File: src/rtl/pong_pkg.sv
// rtl/pong_pkg.sv - shared pong display constants, direction encoding and axis step helper
package pong_pkg;

  localparam int              H_ACTIVE_DEF = 640;
  localparam int              V_ACTIVE_DEF = 480;
  localparam int              CW_DEF       = 4;
  localparam logic [11:0]     FG_RGB_DEF   = 12'hF0F;

  typedef enum logic {
    DIR_POS = 1'b0,
    DIR_NEG = 1'b1
  } dir_e;

  typedef struct packed {
    logic [9:0] pos;
    dir_e       dir;
    logic       hit;
  } axis_t;

  function automatic dir_e flip_dir(input dir_e dir);
    return (dir == DIR_POS) ? DIR_NEG : DIR_POS;
  endfunction

  // One frame step on one axis; 11-bit arithmetic so pos+speed never wraps.
  function automatic axis_t axis_step(input logic [9:0]  pos,
                                      input dir_e        dir,
                                      input logic [10:0] speed,
                                      input logic [10:0] max_pos);
    axis_t r;
    r.pos = pos;
    r.dir = dir;
    r.hit = 1'b0;
    if (dir == DIR_POS) begin
      if (({1'b0, pos} + speed) >= max_pos) begin
        r.pos = max_pos[9:0];
        r.dir = DIR_NEG;
        r.hit = 1'b1;
      end else begin
        r.pos = pos + speed[9:0];
      end
    end else begin
      if ({1'b0, pos} <= speed) begin
        r.pos = '0;
        r.dir = DIR_POS;
        r.hit = 1'b1;
      end else begin
        r.pos = pos - speed[9:0];
      end
    end
    return r;
  endfunction

endpackage

File: src/rtl/ball_motion.sv
// rtl/ball_motion.sv - ball position, direction, paddle bounce request and wall-hit pulse
module ball_motion
  import pong_pkg::*;
#(
  parameter int XMAX   = 632,
  parameter int YMAX   = 472,
  parameter int X_INIT = 300,
  parameter int Y_INIT = 400,
  parameter int SPEED  = 1
) (
  input  logic       clk,
  input  logic       reset,
  input  logic       frame_tick,
  input  logic       enable,
  input  logic       bounce_x,
  output logic [9:0] ball_x,
  output logic [9:0] ball_y,
  output logic       edge_hit
);

  localparam logic [10:0] SPD = 11'(SPEED);
  localparam logic [10:0] XM  = 11'(XMAX);
  localparam logic [10:0] YM  = 11'(YMAX);

  logic [9:0] x_q, x_d, y_q, y_d;
  dir_e       dir_x_q, dir_x_d, dir_y_q, dir_y_d;
  logic       pend_q, pend_d, edge_q, edge_d;
  axis_t      xs_wall, xs_bnc, xs, ys;

  always_comb begin
    xs_wall = axis_step(x_q, dir_x_q, SPD, XM);
    xs_bnc  = axis_step(x_q, flip_dir(dir_x_q), SPD, XM);
    // A wall bounce on the current direction overrides the paddle request.
    xs      = ((pend_q || bounce_x) && !xs_wall.hit) ? xs_bnc : xs_wall;
    ys      = axis_step(y_q, dir_y_q, SPD, YM);

    x_d     = x_q;
    y_d     = y_q;
    dir_x_d = dir_x_q;
    dir_y_d = dir_y_q;
    pend_d  = pend_q | bounce_x;
    edge_d  = 1'b0;
    if (frame_tick && enable) begin
      x_d     = xs.pos;
      y_d     = ys.pos;
      dir_x_d = xs.dir;
      dir_y_d = ys.dir;
      pend_d  = 1'b0;
      edge_d  = xs.hit | ys.hit;
    end
  end

  always_ff @(posedge clk or posedge reset) begin
    if (reset) begin
      x_q     <= 10'(X_INIT);
      y_q     <= 10'(Y_INIT);
      dir_x_q <= DIR_POS;
      dir_y_q <= DIR_POS;
      pend_q  <= 1'b0;
      edge_q  <= 1'b0;
    end else begin
      x_q     <= x_d;
      y_q     <= y_d;
      dir_x_q <= dir_x_d;
      dir_y_q <= dir_y_d;
      pend_q  <= pend_d;
      edge_q  <= edge_d;
    end
  end

  assign ball_x   = x_q;
  assign ball_y   = y_q;
  assign edge_hit = edge_q;

endmodule

File: src/rtl/ball_sprite_engine.sv
// rtl/ball_sprite_engine.sv - bouncing bitmap ball: motion plus 2-cycle sprite render pipeline
module ball_sprite_engine
  import pong_pkg::*;
#(
  parameter int              H_ACTIVE = H_ACTIVE_DEF,
  parameter int              V_ACTIVE = V_ACTIVE_DEF,
  parameter int              SPR_SIZE = 8,
  parameter int              SPR_AW   = 3,
  parameter int              X_INIT   = 300,
  parameter int              Y_INIT   = 400,
  parameter int              SPEED    = 1,
  parameter int              CW       = CW_DEF,
  parameter logic [3*CW-1:0] FG_RGB   = (3*CW)'(FG_RGB_DEF)
) (
  input  logic                clk,
  input  logic                reset,
  input  logic [9:0]          x_pos,
  input  logic [9:0]          y_pos,
  input  logic                video_on,
  input  logic                frame_tick,
  input  logic                enable,
  input  logic                bounce_x,
  output logic [SPR_AW-1:0]   spr_addr,
  input  logic [SPR_SIZE-1:0] spr_data,
  output logic [CW-1:0]       red,
  output logic [CW-1:0]       green,
  output logic [CW-1:0]       blue,
  output logic [9:0]          ball_x,
  output logic [9:0]          ball_y,
  output logic                edge_hit
);

  logic [SPR_AW-1:0] spr_addr_q, spr_addr_d, col_q, col_d;
  logic              vld1_q, vld1_d;
  logic [3*CW-1:0]   rgb_q, rgb_d;
  logic [10:0]       dx, dy;
  logic              in_x, in_y;

  ball_motion #(
    .XMAX  (H_ACTIVE - SPR_SIZE),
    .YMAX  (V_ACTIVE - SPR_SIZE),
    .X_INIT(X_INIT),
    .Y_INIT(Y_INIT),
    .SPEED (SPEED)
  ) u_motion (
    .clk       (clk),
    .reset     (reset),
    .frame_tick(frame_tick),
    .enable    (enable),
    .bounce_x  (bounce_x),
    .ball_x    (ball_x),
    .ball_y    (ball_y),
    .edge_hit  (edge_hit)
  );

  // The spr_addr register doubles as the ROM address register, so spr_data lines up with vld1/col.
  always_comb begin
    dx         = {1'b0, x_pos} - {1'b0, ball_x};
    dy         = {1'b0, y_pos} - {1'b0, ball_y};
    in_x       = (x_pos >= ball_x) && (dx < 11'(SPR_SIZE));
    in_y       = (y_pos >= ball_y) && (dy < 11'(SPR_SIZE));
    spr_addr_d = dy[SPR_AW-1:0];
    col_d      = dx[SPR_AW-1:0];
    vld1_d     = video_on & in_x & in_y;
    rgb_d      = (vld1_q && spr_data[col_q]) ? FG_RGB : '0;
  end

  always_ff @(posedge clk or posedge reset) begin
    if (reset) begin
      spr_addr_q <= '0;
      col_q      <= '0;
      vld1_q     <= 1'b0;
      rgb_q      <= '0;
    end else begin
      spr_addr_q <= spr_addr_d;
      col_q      <= col_d;
      vld1_q     <= vld1_d;
      rgb_q      <= rgb_d;
    end
  end

  assign spr_addr = spr_addr_q;
  assign red      = rgb_q[3*CW-1 -: CW];
  assign green    = rgb_q[2*CW-1 -: CW];
  assign blue     = rgb_q[CW-1:0];

endmodule

File: config.mk
export PLATFORM = sky130hd
export DESIGN_NAME = ball_sprite_engine
export DESIGN_NICKNAME = d
export VERILOG_FILES = /design/src/rtl/pong_pkg.sv /design/src/rtl/ball_motion.sv /design/src/rtl/ball_sprite_engine.sv
export SDC_FILE = /design/constraint.sdc
export NUM_CORES = 1
export LEC_CHECK = 0
export ABC_CLOCK_PERIOD_IN_PS = 6300
export CORE_ASPECT_RATIO = 0.5
export CORE_UTILIZATION = 45
export CTS_BUF_LIST = sky130_fd_sc_hd__clkbuf_8
export CTS_CLUSTER_SIZE = 12
export DETAILED_ROUTE_END_ITERATION = 16
export DONT_BUFFER_PORTS = 1
export SETUP_SLACK_MARGIN = 0.1
export SYNTH_ARGS = -nofsm -noshare
export SYNTH_HDL_FRONTEND = slang
export SYNTH_HIERARCHICAL = 1
export SYNTH_SLANG_ARGS = --single-unit
File: constraint.sdc
create_clock -name clk -period 6.3 [get_ports clk]
set_input_delay 1.89 -clock clk [delete_from_list [all_inputs] [get_ports clk]]
set_output_delay 1.89 -clock clk [all_outputs]
set_load 0.01 [all_outputs]
; ---- Yosys cells after proc, flatten, opt, wreduce, memory -nomap -nowiden
; Cells that the tools add are included.
[word_totals]
in_bits = 34
reg_bits = 43
wordCells = 58
output_inout_bits = 36
[op_classes]
bitwise_logic = 4
order_cmp = 9
n_reduce_logical = 7
n_mux = 20
n_addsub = 8
[ops]
columns = operator, n
row1 = 2-to-1 mux 12 bit, 5
row2 = 2-to-1 mux 10 bit, 4
row3 = adder 10 x 1 -> 11 bit (second input constant), 2
row4 = < comparator 11 x 4 -> 1 bit (second input constant), 2
row5 = subtractor 10 x 10 -> 11 bit, 2
row6 = adder 10 x 1 -> 10 bit (second input constant), 2
row7 = greater-or-equal comparator 10 bit, 2
row8 = <= comparator 10 x 1 -> 1 bit (second input constant), 2
row9 = subtractor 10 x 1 -> 10 bit (second input constant), 2
row10 = 2-to-1 mux 2 bit, 6
row11 = greater-or-equal comparator 11 x 10 -> 1 bit (second input constant), 1
row12 = greater-or-equal comparator 11 x 9 -> 1 bit (second input constant), 1
row13 = logical AND 1 bit, 5
row14 = < comparator 3 x 4 -> 1 bit (second input constant), 1
row15 = 2-to-1 mux 1 bit, 4
row16 = binary-select mux 1 bit (select 3 bit), 1
row17 = bitwise AND 1 bit, 2
row18 = bitwise OR 1 bit, 2
row19 = zero test 1 bit, 1
row20 = logical OR 1 bit, 1

; ---- Logic depth before layout (Yosys ltp)
; Gate-level depths: netlist of the first run.
[logic_depth]
word_depth = 9
mapped_depth = 10
depth_no_buf = 10

; ---- By module
; The synthesis of the first run kept the hierarchy.
[modules_own_cells]
columns = mod, seq_area_each_um2, cells_per_inst, area_each_um2, instances
row1 = ball_motion, 609.3, 281, 2204.6, 1
row2 = ball_sprite_engine, 200.2, 186, 1452.6, 1

; ---- Least setup slack after synthesis of the first run
; No wires, ideal clock.
[synth_timing]
kind = input to register
start = in x_pos[0]
end = reg vld1_q
arrival_ns = 3.551
slack_ns = 2.654
setup_time_ns = 0.096
required_ns = 6.204
path_buffers = 0
cell_stages = 10
path_cell_list = inv_1 -> ha_1 -> fa_1 -> nand2b_1 -> a21oi_1 -> a21oi_1 -> a21oi_1 -> xnor2_1 -> o21ai_0 -> nor4_2
[synth_between]
elab_chain_cells = 5
word_cells_on_any_way = 6
classes_between = 1 x add/sub / 2 x order compare / 2 x bitwise / 1 x reduce/logical
[synth_rtl]
columns = item, line
row1 = "start, declared", ball_sprite_engine.sv:17  ; input logic [9:0] x_pos,
row2 = subtractor 10 x 10 -> 11 bit, ball_sprite_engine.sv:58  ; dx = {1'b0, x_pos} - {1'b0, ball_x};
row3 = < comparator 11 x 4 -> 1 bit, ball_sprite_engine.sv:60  ; in_x = (x_pos >= ball_x) && (dx < 11'(SPR_SIZE));
row4 = logical AND 1 bit (*), ball_sprite_engine.sv:60
row5 = bitwise AND 1 bit (*) (2 in a row), ball_sprite_engine.sv:64  ; vld1_d = video_on & in_x & in_y;
row6 = via vld1_d, ball_sprite_engine.sv:34  ; logic vld1_q, vld1_d;
row7 = "end signal, assigned", ball_sprite_engine.sv:77  ; vld1_q <= vld1_d;
row8 = "end, declared", ball_sprite_engine.sv:34
; Mark *: on every way through the listed nets, which the timed path passes. The rest lies on a longest branch.
; A chain may end at the register's enable or synchronous reset.

; ---- Worst setup path in the final report of the first run
; Same ends and word-level chain as after synthesis.

==> results of run 1 <==
-- final timing paths --
path                                                startpoint                        endpoint  slack [ns]  depth (start not counted)
worst max-delay path                                  x_pos[0]                vld1_q$_DFF_PP0_        2.80                         10
worst min-delay path                          vld1_q$_DFF_PP0_             rgb_q[10]$_DFF_PP0_        0.47                          1
worst max register to register  u_motion/ball_x[0]$_DFFE_PP0P_  u_motion/ball_x[2]$_DFFE_PP1P_        3.40                          8
worst min register to register                vld1_q$_DFF_PP0_             rgb_q[10]$_DFF_PP0_        0.47                          1
max in group asynchronous                                reset       u_motion/pend_q$_DFF_PP0_        4.02                          1
min in group asynchronous                                reset           spr_addr[0]$_DFF_PP0_        1.42                          1
-- synth_stat cells (all sizes together) (3+ instances only) --
master	instances
a211o	4
a211oi	4
a21o	3
a21oi	37
a221o	3
a22o	3
a22oi	3
a31o	4
a31oi	6
a32o	3
and2	5
and4	3
buf	23
clkbuf	12
dfrtp	25
dfstp	7
ha	26
inv	45
mux2	4
nand2	30
nand2b	7
nand3	20
nand4	8
nor2	42
nor2b	8
nor3	15
nor4	9
o211ai	5
o21a	4
o21ai	33
o221ai	4
o31ai	6
or3	4
xnor2	13
xor2	3
-- sequential cells by signal, indices dropped and copies added (netlist names) --
register and count:
u_motion/pend_q 1, u_motion/ball_y 10, u_motion/ball_x 10, u_motion/edge_hit 1, spr_addr 3, u_motion/dir_x_q 1
vld1_q 1, rgb_q 1, col_q 3, u_motion/dir_y_q 1
-- stage by stage --
step           std cells  area, um2  worst slack (ns)  power [W]
2_1_floorplan        470       3670              2.65    0.00131
3_3_place_gp         544       3590              2.53    0.00149
3_5_place_dp         544       3590              2.49    0.00148
4_1_cts              552       3700              2.81    0.00170
5_1_grt              552       3700              2.62    0.00186
6_report             552       3700              2.80    0.00170
-- area by class of cell --
cell class              instances  area [um2]  share of cell area (%)
clock buffers                   5        68.8                    1.86
well taps                     108         135                    3.66
inverters                      45         169                    4.57
repair buffers                  1        7.51                   0.203
clock inverters                 3        38.8                    1.05
multi-input cells             358        2470                    66.8
flip-flops and latches         32         810                    21.9
-- per-layer routing --
layer / GRT usage, % / up-vias / part of all wire, %
met2: 34.0 / 138 / 39
met1: 35.4 / 1526 / 51
met3: 5.21 / 15 / 8.3
met4: 6.83 / 0 / 1.3
li1: - / 1635 / -
met5: 0 / - / 0
-- kinds of logic after synthesis --
family | after synthesis | share of synthesized area [%]
buf+inv | 80 | 10.7
xor+xnor | 16 | 4.04
fa+ha+maj | 28 | 9.99
mux | 8 | 3.11
flops | 32 | 22.1
other cells | 1 | 0.103
simple gates | 163 | 23.2
compound gates | 139 | 26.7
-- power breakdown --
group | total [W] | switching, W | internal [W]
registers | 0.000539 | 0.000246 | 0.000294
logic | 0.000957 | 0.000538 | 0.000419
clock network | 0.000206 | 0.0000899 | 0.000116
==> impl_metrics.py, run 1 <==
metrics = {
    "route": {
        "vias": 3314,
        "drtIter0Drc": 281,
        "routed_wirelength_um": 9620,
        "via_per_inst": 6.00,
        "drt_pass1_iterations": 5,
        "drc": 0,
        "wl_per_cell_um": 17.4,
        "ant_nets": 0,
    },
    "floorplan": {
        "die-area_um2": 8510,
        "rows": 22,
        "core_um2": 7600,
        "initial_utilization_pct": 48.1,
        "ios": 70,
        "die_h_um": 65.7,
        "die_w_um": 129,
    },
    "critical_path": {
        "crit_chain": "inv_1, ha_1, fa_1, nand2b_1, a21oi_1, a21oi_1, a21oi_1, xnor2_1, o21ai_0, nor4_2",
        "cpPeakStageDelay_ns": 0.40,
        "critPathSlowestCell": "fa_1",
        "crit_path_frequent_cell": "a21oi_1",
        "end_kind": "flop",
        "cp.required_ns": 6.51,
        "startpoint_type": "input port",
        "path_buf_inv": 1,
        "critical_path_peak_fanout": 3,
        "crit_arrival_ns": 3.72,
        "crit_type": "in2reg",
        "path_delay_family": "compound AO/OA/AOI/OAI gates",
    },
    "status": {
        "outcome": "finished, final reports clean",
    },
    "cells_and_area": {
        "n_fill_cell": 800,
        "antenna_cells": 0,
        "drive_gt1_share_pct": 9.68,
        "syn_to_final_growth_pct": 1.06,
        "final_cell_mix": "46 x inv_1, 42 x nor2_1, 35 x a21oi_1",
        "final_util_pct": 48.6,
        "final_common_cell": "inv_1",
        "layout.nets": 505,
    },
    "timing": {
        "setup-tns-final_ns": 0,
        "slew_headroom_pct": 36.2,
        "fin_worst_skew_ns": 0.00886,
        "rsz0062_at_grt": "false",
        "fin_crit_sh_pct": 55.6,
        "hold_viol": 0,
        "setup_viol": 0,
        "hold_ws_ns": 0.473,
        "min_period_ns": 3.50,
        "fmax_mhz": 285,
        "worst-slew-pin-transition_ns": 0.956,
        "slew_viol_final": 0,
    },
    "cts": {
        "cts-buffers-inserted": 5,
        "htreeDepth": 2,
        "cts-resized-gates": 0,
        "cts_buffer_depth": 2,
        "cts.clk_slew.worst_paths_ns": 0.07,
        "root_buffer": "clkbuf_8",
        "clk_latency_ns": 0.30,
        "cts_hold_buffers": 0,
        "cts_tree": "yes",
        "postCtsSetupBuffers": 0,
        "cts_sinks": 32,
    },
    "power_and_ir_drop": {
        "p_leak_nw": 1.51,
        "power_density_nw_per_um2": 461,
        "vdd_ir_drop_max_v": 0.000176,
    },
    "logic_synthesis": {
        "synth_cell_types": 79,
        "synth_top_cell_by_area": "dfrtp_1",
        "synth.top_cells.by_area": "dfrtp_1 17%, ha_1 8.9%, dfstp_2 5.0%",
        "synth_edf_count": 0,
        "ys_seq_area_share_pct": 22.1,
        "syn_inst": 467,
        "synthFlopType": "dfrtp_1",
        "ys_warn_count": 6,
        "avgSynthCellArea_um2": 7.83,
        "synth.cell_area_um2": 3660,
        "synth_seq_cells": 32,
        "synthArstFlopShare_pct": 100,
        "yosysTopAreaCellShare_pct": 17.1,
    },
    "global_routing": {
        "grt_pass1_vias": 3096,
        "antenna_found_initial": 0,
        "overflow": 0,
        "grt_pass1_wl_um": 15600,
        "grt_use_total_pct": 23.8,
        "grt_max_degree": 31,
    },
    "placement": {
        "gp_congestion": 0.882,
        "port_buffers": 0,
        "dp_hpwl_um": 7110,
    },
    "job": {
        "cap_viol_max_count": 0,
    },
    "worst_hold_path": {
        "hold_path_class": "reg2reg",
    },
}
Power figures use the tool's default switching activity.
==> run 2: changes to the inputs <==
- ABC_CLOCK_PERIOD_IN_PS: 6300 -> 3650
- clock period: 6.3 -> 3.65 ns (I/O delays scaled with it)
==> impl_metrics.py, run 2 (synthesis results as in run 1) <==
metrics = {
    "timing": {
        "min_period_ns": 2.85,
        "setup-tns-final_ns": 0,
        "worst-slew-pin-transition_ns": 0.955,
        "hold_ws_ns": 0.482,
        "setup_viol": 0,
        "rsz0062_at_grt": "false",
        "fin_ws_ns": 0.804,
        "slew_headroom_pct": 36.3,
        "hold_viol": 0,
        "fin_worst_skew_ns": 0.00378,
        "slew_viol_final": 0,
        "fmax_mhz": 351,
        "fin_crit_sh_pct": 78.0,
    },
    "status": {
        "outcome": "finished, final reports clean",
    },
    "cells_and_area": {
        "drive_gt1_share_pct": 10.1,
        "n_fill_cell": 760,
        "antenna_cells": 0,
        "layout.nets": 507,
        "syn_to_final_growth_pct": 1.47,
        "final_cell_mix": "46 x inv_1, 42 x nor2_1, 35 x a21oi_1",
        "multiInputGateArea_um2": 2470,
        "final_common_cell": "inv_1",
        "seqCellArea_um2": 810,
        "postLayoutCellArea_um2": 3710,
        "finalNonFillerCells": 554,
    },
    "floorplan": {
        "core_um2": 7600,
        "rows": 22,
        "die_h_um": 65.7,
        "die-area_um2": 8510,
        "initial_utilization_pct": 48.1,
        "ios": 70,
        "die_w_um": 129,
    },
    "route": {
        "routed_wirelength_um": 9680,
        "via_per_inst": 6.06,
        "vias": 3359,
        "ant_nets": 0,
        "drc": 0,
        "drt_pass1_iterations": 5,
        "drtIter0Drc": 332,
        "wl_per_cell_um": 17.5,
    },
    "placement": {
        "place_ws_ns": 0.643,
        "postPlaceCellArea_um2": 3600,
        "dp_hpwl_um": 7150,
        "port_buffers": 0,
        "placed_cells": 546,
        "gp_congestion": 0.880,
    },
    "power_and_ir_drop": {
        "combinationalPowerShare_pct": 58.0,
        "pwr-share-clk_pct": 11.8,
        "intPower_w": 0.00145,
        "p_leak_nw": 1.52,
        "power_switching_w": 0.00151,
        "power_density_nw_per_um2": 797,
        "sw_frac_of_total_pct": 51.1,
        "seqPwrFrac_pct": 30.1,
        "vdd_ir_drop_max_v": 0.000263,
    },
    "cts": {
        "cts_hold_buffers": 0,
        "cts.clk_slew.worst_paths_ns": 0.07,
        "cts-buffers-inserted": 5,
        "postCtsSetupBuffers": 0,
        "clk_latency_ns": 0.30,
        "cts-resized-gates": 0,
        "cts_sinks": 32,
        "htreeDepth": 2,
        "cts_buffer_depth": 2,
        "cts_tree": "yes",
        "root_buffer": "clkbuf_8",
    },
    "global_routing": {
        "grt_pass1_vias": 2994,
        "grt_pass1_wl_um": 15300,
        "grt_use_total_pct": 23.6,
        "overflow": 0,
        "grt_max_degree": 25,
        "antenna_found_initial": 0,
    },
    "critical_path": {
        "cp-startpoint": "u_motion/ball_x[0]$_DFFE_PP0P_",
        "startpoint_type": "flop",
        "crit_arrival_ns": 3.08,
        "end_kind": "flop",
        "r2r-start": "u_motion/ball_x[0]$_DFFE_PP0P_",
        "cp.required_ns": 3.88,
        "critical_path_peak_fanout": 13,
        "crit_type": "reg2reg",
    },
    "worst_hold_path": {
        "hold_path_class": "reg2reg",
        "hp-start": "vld1_q$_DFF_PP0_",
    },
    "job": {
        "cap_viol_max_count": 0,
    },
}
-- run 2: changes by cell type in the layout (fill, tap and decap cells not counted), sizes merged --
cell	previous run	this run
buf	1	3
-- run 2: worst paths after layout --
kind | to | slack, ns | cells past startpoint
setup reg to reg | u_motion/ball_x[2]$_DFFE_PP1P_ | 0.80 | 8
max in group asynchronous | u_motion/pend_q$_DFF_PP0_ | 2.17 | 1
setup / recovery | u_motion/ball_x[2]$_DFFE_PP1P_ | 0.80 | 8
hold / removal | rgb_q[10]$_DFF_PP0_ | 0.48 | 1
min in group asynchronous | spr_addr[0]$_DFF_PP0_ | 0.63 | 1
hold reg to reg | rgb_q[10]$_DFF_PP0_ | 0.48 | 1
-- run 2: worst max-delay path, stage by stage, from the launching register on --
cell and delay (ns):
dfrtp_1 0.70, ha_1 0.40, nand3_1 0.14, xnor2_1 0.17, a32o_1 0.31, a21oi_4 0.36
o21ai_4 0.16, or3_1 0.36, a41oi_2 0.18
-- run 2: power groups by stage --
stage / logic, W / clock network (W) / registers (W)
after floorplan: 0.00156 / 0 / 0.000702
after global placement: 0.00169 / 0 / 0.000896
after detailed placement: 0.00168 / 0 / 0.000896
after CTS: 0.00170 / 0.000362 / 0.000888
after global routing: 0.00191 / 0.000384 / 0.000930
final: 0.00172 / 0.000351 / 0.000892
-- run 2: routing by layer --
| metal | track usage (%) | share of wire (%) | vias to the layer above |
|---|---|---|---|
| met5 | 0 | 0 | - |
| met4 | 6.10 | 0.61 | 0 |
| met3 | 5.37 | 8.5 | 8 |
| met2 | 33.1 | 40 | 138 |
| met1 | 35.5 | 51 | 1572 |
| li1 | - | - | 1641 |
-- run 2: final cells by class --
class	instances	share of cell area (%)
Multi-Input combinational cell	358	66.5
Sequential cell	32	21.8
Inverter	45	4.55
Tap cell	108	3.64
Clock buffer	5	1.85
Clock inverter	3	1.05
Timing Repair Buffer	3	0.607
-- run 2: metrics by stage --
stage / power (W) / util [%]
6_report: 0.00296 / 48.8
4_1_cts: 0.00295 / 48.8
2_1_floorplan: 0.00226 / -
5_1_grt: 0.00323 / 48.8
3_3_place_gp: 0.00259 / 47.4
3_5_place_dp: 0.00258 / 47.4
==> run 3: changes to the inputs <==
- ABC_CLOCK_PERIOD_IN_PS: 3650 -> 2400
- clock period: 3.65 -> 2.4 ns (I/O delays scaled with it)
==> impl_metrics.py, run 3 (synthesis results as in run 1) <==
metrics = {
    "route": {
        "drc": 0,
        "ant_nets": 0,
        "via_per_inst": 5.86,
        "drtIter0Drc": 266,
        "drt_pass1_iterations": 5,
        "vias": 3754,
        "routed_wirelength_um": 11300,
        "wl_per_cell_um": 17.7,
    },
    "critical_path": {
        "crit_arrival_ns": 2.62,
        "end_kind": "flop",
        "crit_type": "reg2reg",
        "critical_path_peak_fanout": 6,
        "cp-startpoint": "u_motion/ball_x[0]$_DFFE_PP0P_",
        "cp.required_ns": 2.62,
        "r2r-start": "u_motion/ball_x[0]$_DFFE_PP0P_",
        "startpoint_type": "flop",
    },
    "cts": {
        "cts_tree": "yes",
        "cts-buffers-inserted": 5,
        "cts_sinks": 32,
        "cts.clk_slew.worst_paths_ns": 0.07,
        "cts_buffer_depth": 2,
        "clk_latency_ns": 0.31,
        "htreeDepth": 2,
        "root_buffer": "clkbuf_8",
    },
    "cells_and_area": {
        "multiInputGateArea_um2": 2700,
        "final_cell_mix": "82 x buf_4, 46 x inv_1, 38 x nor2_1",
        "n_fill_cell": 666,
        "syn_to_final_growth_pct": 26.5,
        "drive_gt1_share_pct": 32.5,
        "seqCellArea_um2": 817,
        "antenna_cells": 0,
        "final_common_cell": "buf_4",
        "layout.nets": 594,
    },
    "power_and_ir_drop": {
        "power_switching_w": 0.00274,
        "sw_frac_of_total_pct": 47.2,
        "combinationalPowerShare_pct": 71.6,
        "vdd_ir_drop_max_v": 0.000604,
        "seqPwrFrac_pct": 20.0,
        "pwr-share-clk_pct": 8.5,
        "power_density_nw_per_um2": 1250,
        "p_leak_nw": 1.98,
        "intPower_w": 0.00306,
    },
    "global_routing": {
        "grt_pass1_vias": 3503,
        "grt_pass1_wl_um": 17700,
        "overflow": 0,
        "antenna_found_initial": 0,
        "grt_use_total_pct": 27.2,
        "grt_max_degree": 25,
    },
    "timing": {
        "setup_viol": 0,
        "setup-tns-final_ns": 0,
        "fin_worst_skew_ns": 0.00607,
        "hold_viol": 0,
        "worst-slew-pin-transition_ns": 0.714,
        "fmax_mhz": 418,
        "min_period_ns": 2.39,
        "slew_headroom_pct": 52.5,
        "rsz0062_at_grt": "true",
        "fin_crit_sh_pct": 99.7,
        "slew_viol_final": 0,
        "fin_ws_ns": 0.00789,
    },
    "floorplan": {
        "initial_utilization_pct": 48.1,
        "ios": 70,
        "rows": 22,
        "core_um2": 7600,
        "die_w_um": 129,
        "die-area_um2": 8510,
        "die_h_um": 65.7,
    },
    "placement": {
        "gp_congestion": 0.956,
        "port_buffers": 0,
        "dp_hpwl_um": 8490,
        "place_ws_ns": -0.0443,
    },
    "status": {
        "outcome": "finished, final reports clean",
    },
    "worst_hold_path": {
        "hold_path_class": "in2async",
    },
    "job": {
        "cap_viol_max_count": 0,
    },
}
## run 3: cell types whose count changed in the layout (fill, tap and decap cells not counted), moves of 3 or more
cell	change
o21ai_1	+3
ha_1	-3
o21ai_0	-5
dfrtp_1	-6
nor2_1	-4
dfrtp_2	+6
a21oi_1	-6
a21oi_2	+4
buf_4	+79
buf_6	+8
nor2_2	+4
## run 3: path summary, 6_finish.rpt
kind                                                       end  slack [ns]  depth (start not counted)
worst max-delay path            u_motion/ball_x[2]$_DFFE_PP1P_       0.008                          8
worst min-delay path                     spr_addr[0]$_DFF_PP0_        0.26                          1
worst max register to register  u_motion/ball_x[2]$_DFFE_PP1P_       0.008                          8
worst min register to register             rgb_q[10]$_DFF_PP0_        0.47                          1
max in group asynchronous       u_motion/ball_x[2]$_DFFE_PP1P_        1.74                          2
min in group clk                           rgb_q[10]$_DFF_PP0_        0.47                          1
## run 3: what timing repair did
item / CTS / global route
hold buffers: 0 / 0
setup endpoints to repair: 16 / 20
pin swaps: 4 / 11
buffers inserted: 4 / 8
resized for setup: 11 / 44
gates cloned: 0 / 0
## run 3: area by class of cell
type | instances | share of cell area, %
multi-input combinational | 358 | 58.4
sequential | 32 | 17.7
timing repair buffer | 90 | 15.3
inverter | 45 | 3.65
tap | 108 | 2.92
clock buffer | 7 | 2.08
clock inverter | 1 | 0.0811
## run 3: metal layers
layer,GRT usage [%],vias up,part of all wire [%]
met4,6.54,0,1.2
li1,-,1813,-
met2,41.9,163,43
met1,39.0,1760,48
met5,0,-,0
met3,4.89,18,7.5
## run 3: per-stage QoR
| step | instances | power [W] | util, % | area (um2) | hold WS [ns] |
|---|---|---|---|---|---|
| 2_1_floorplan | 470 | 0.00349 | - | 3700 | 0.439 |
| 3_3_place_gp | 621 | 0.00464 | 55.2 | 4200 | 0.461 |
| 3_5_place_dp | 621 | 0.00472 | 55.2 | 4200 | 0.463 |
| 4_1_cts | 633 | 0.00532 | 57.3 | 4350 | 0.264 |
| 5_1_grt | 641 | 0.00619 | 60.9 | 4630 | 0.275 |
| 6_report | 641 | 0.00579 | 60.9 | 4630 | 0.261 |
## run 3: critical path, stage by stage (launching register included)
cell and delay [ns]:
dfrtp_2 0.45, buf_6 0.16, and4_4 0.16, a211o_1 0.31
a32o_2 0.27, a21oi_4 0.26, o21ai_4 0.14, or3_1 0.36
a41oi_2 0.20
## run 3: power by group through the flow
stage | clock network, W | logic [W] | registers [W]
floorplan | 0 | 0.00242 | 0.00107
global placement | 0 | 0.00352 | 0.00112
detailed placement | 0 | 0.00358 | 0.00114
CTS | 0.000498 | 0.00369 | 0.00112
global route | 0.000524 | 0.00447 | 0.00120
finish | 0.000490 | 0.00415 | 0.00116
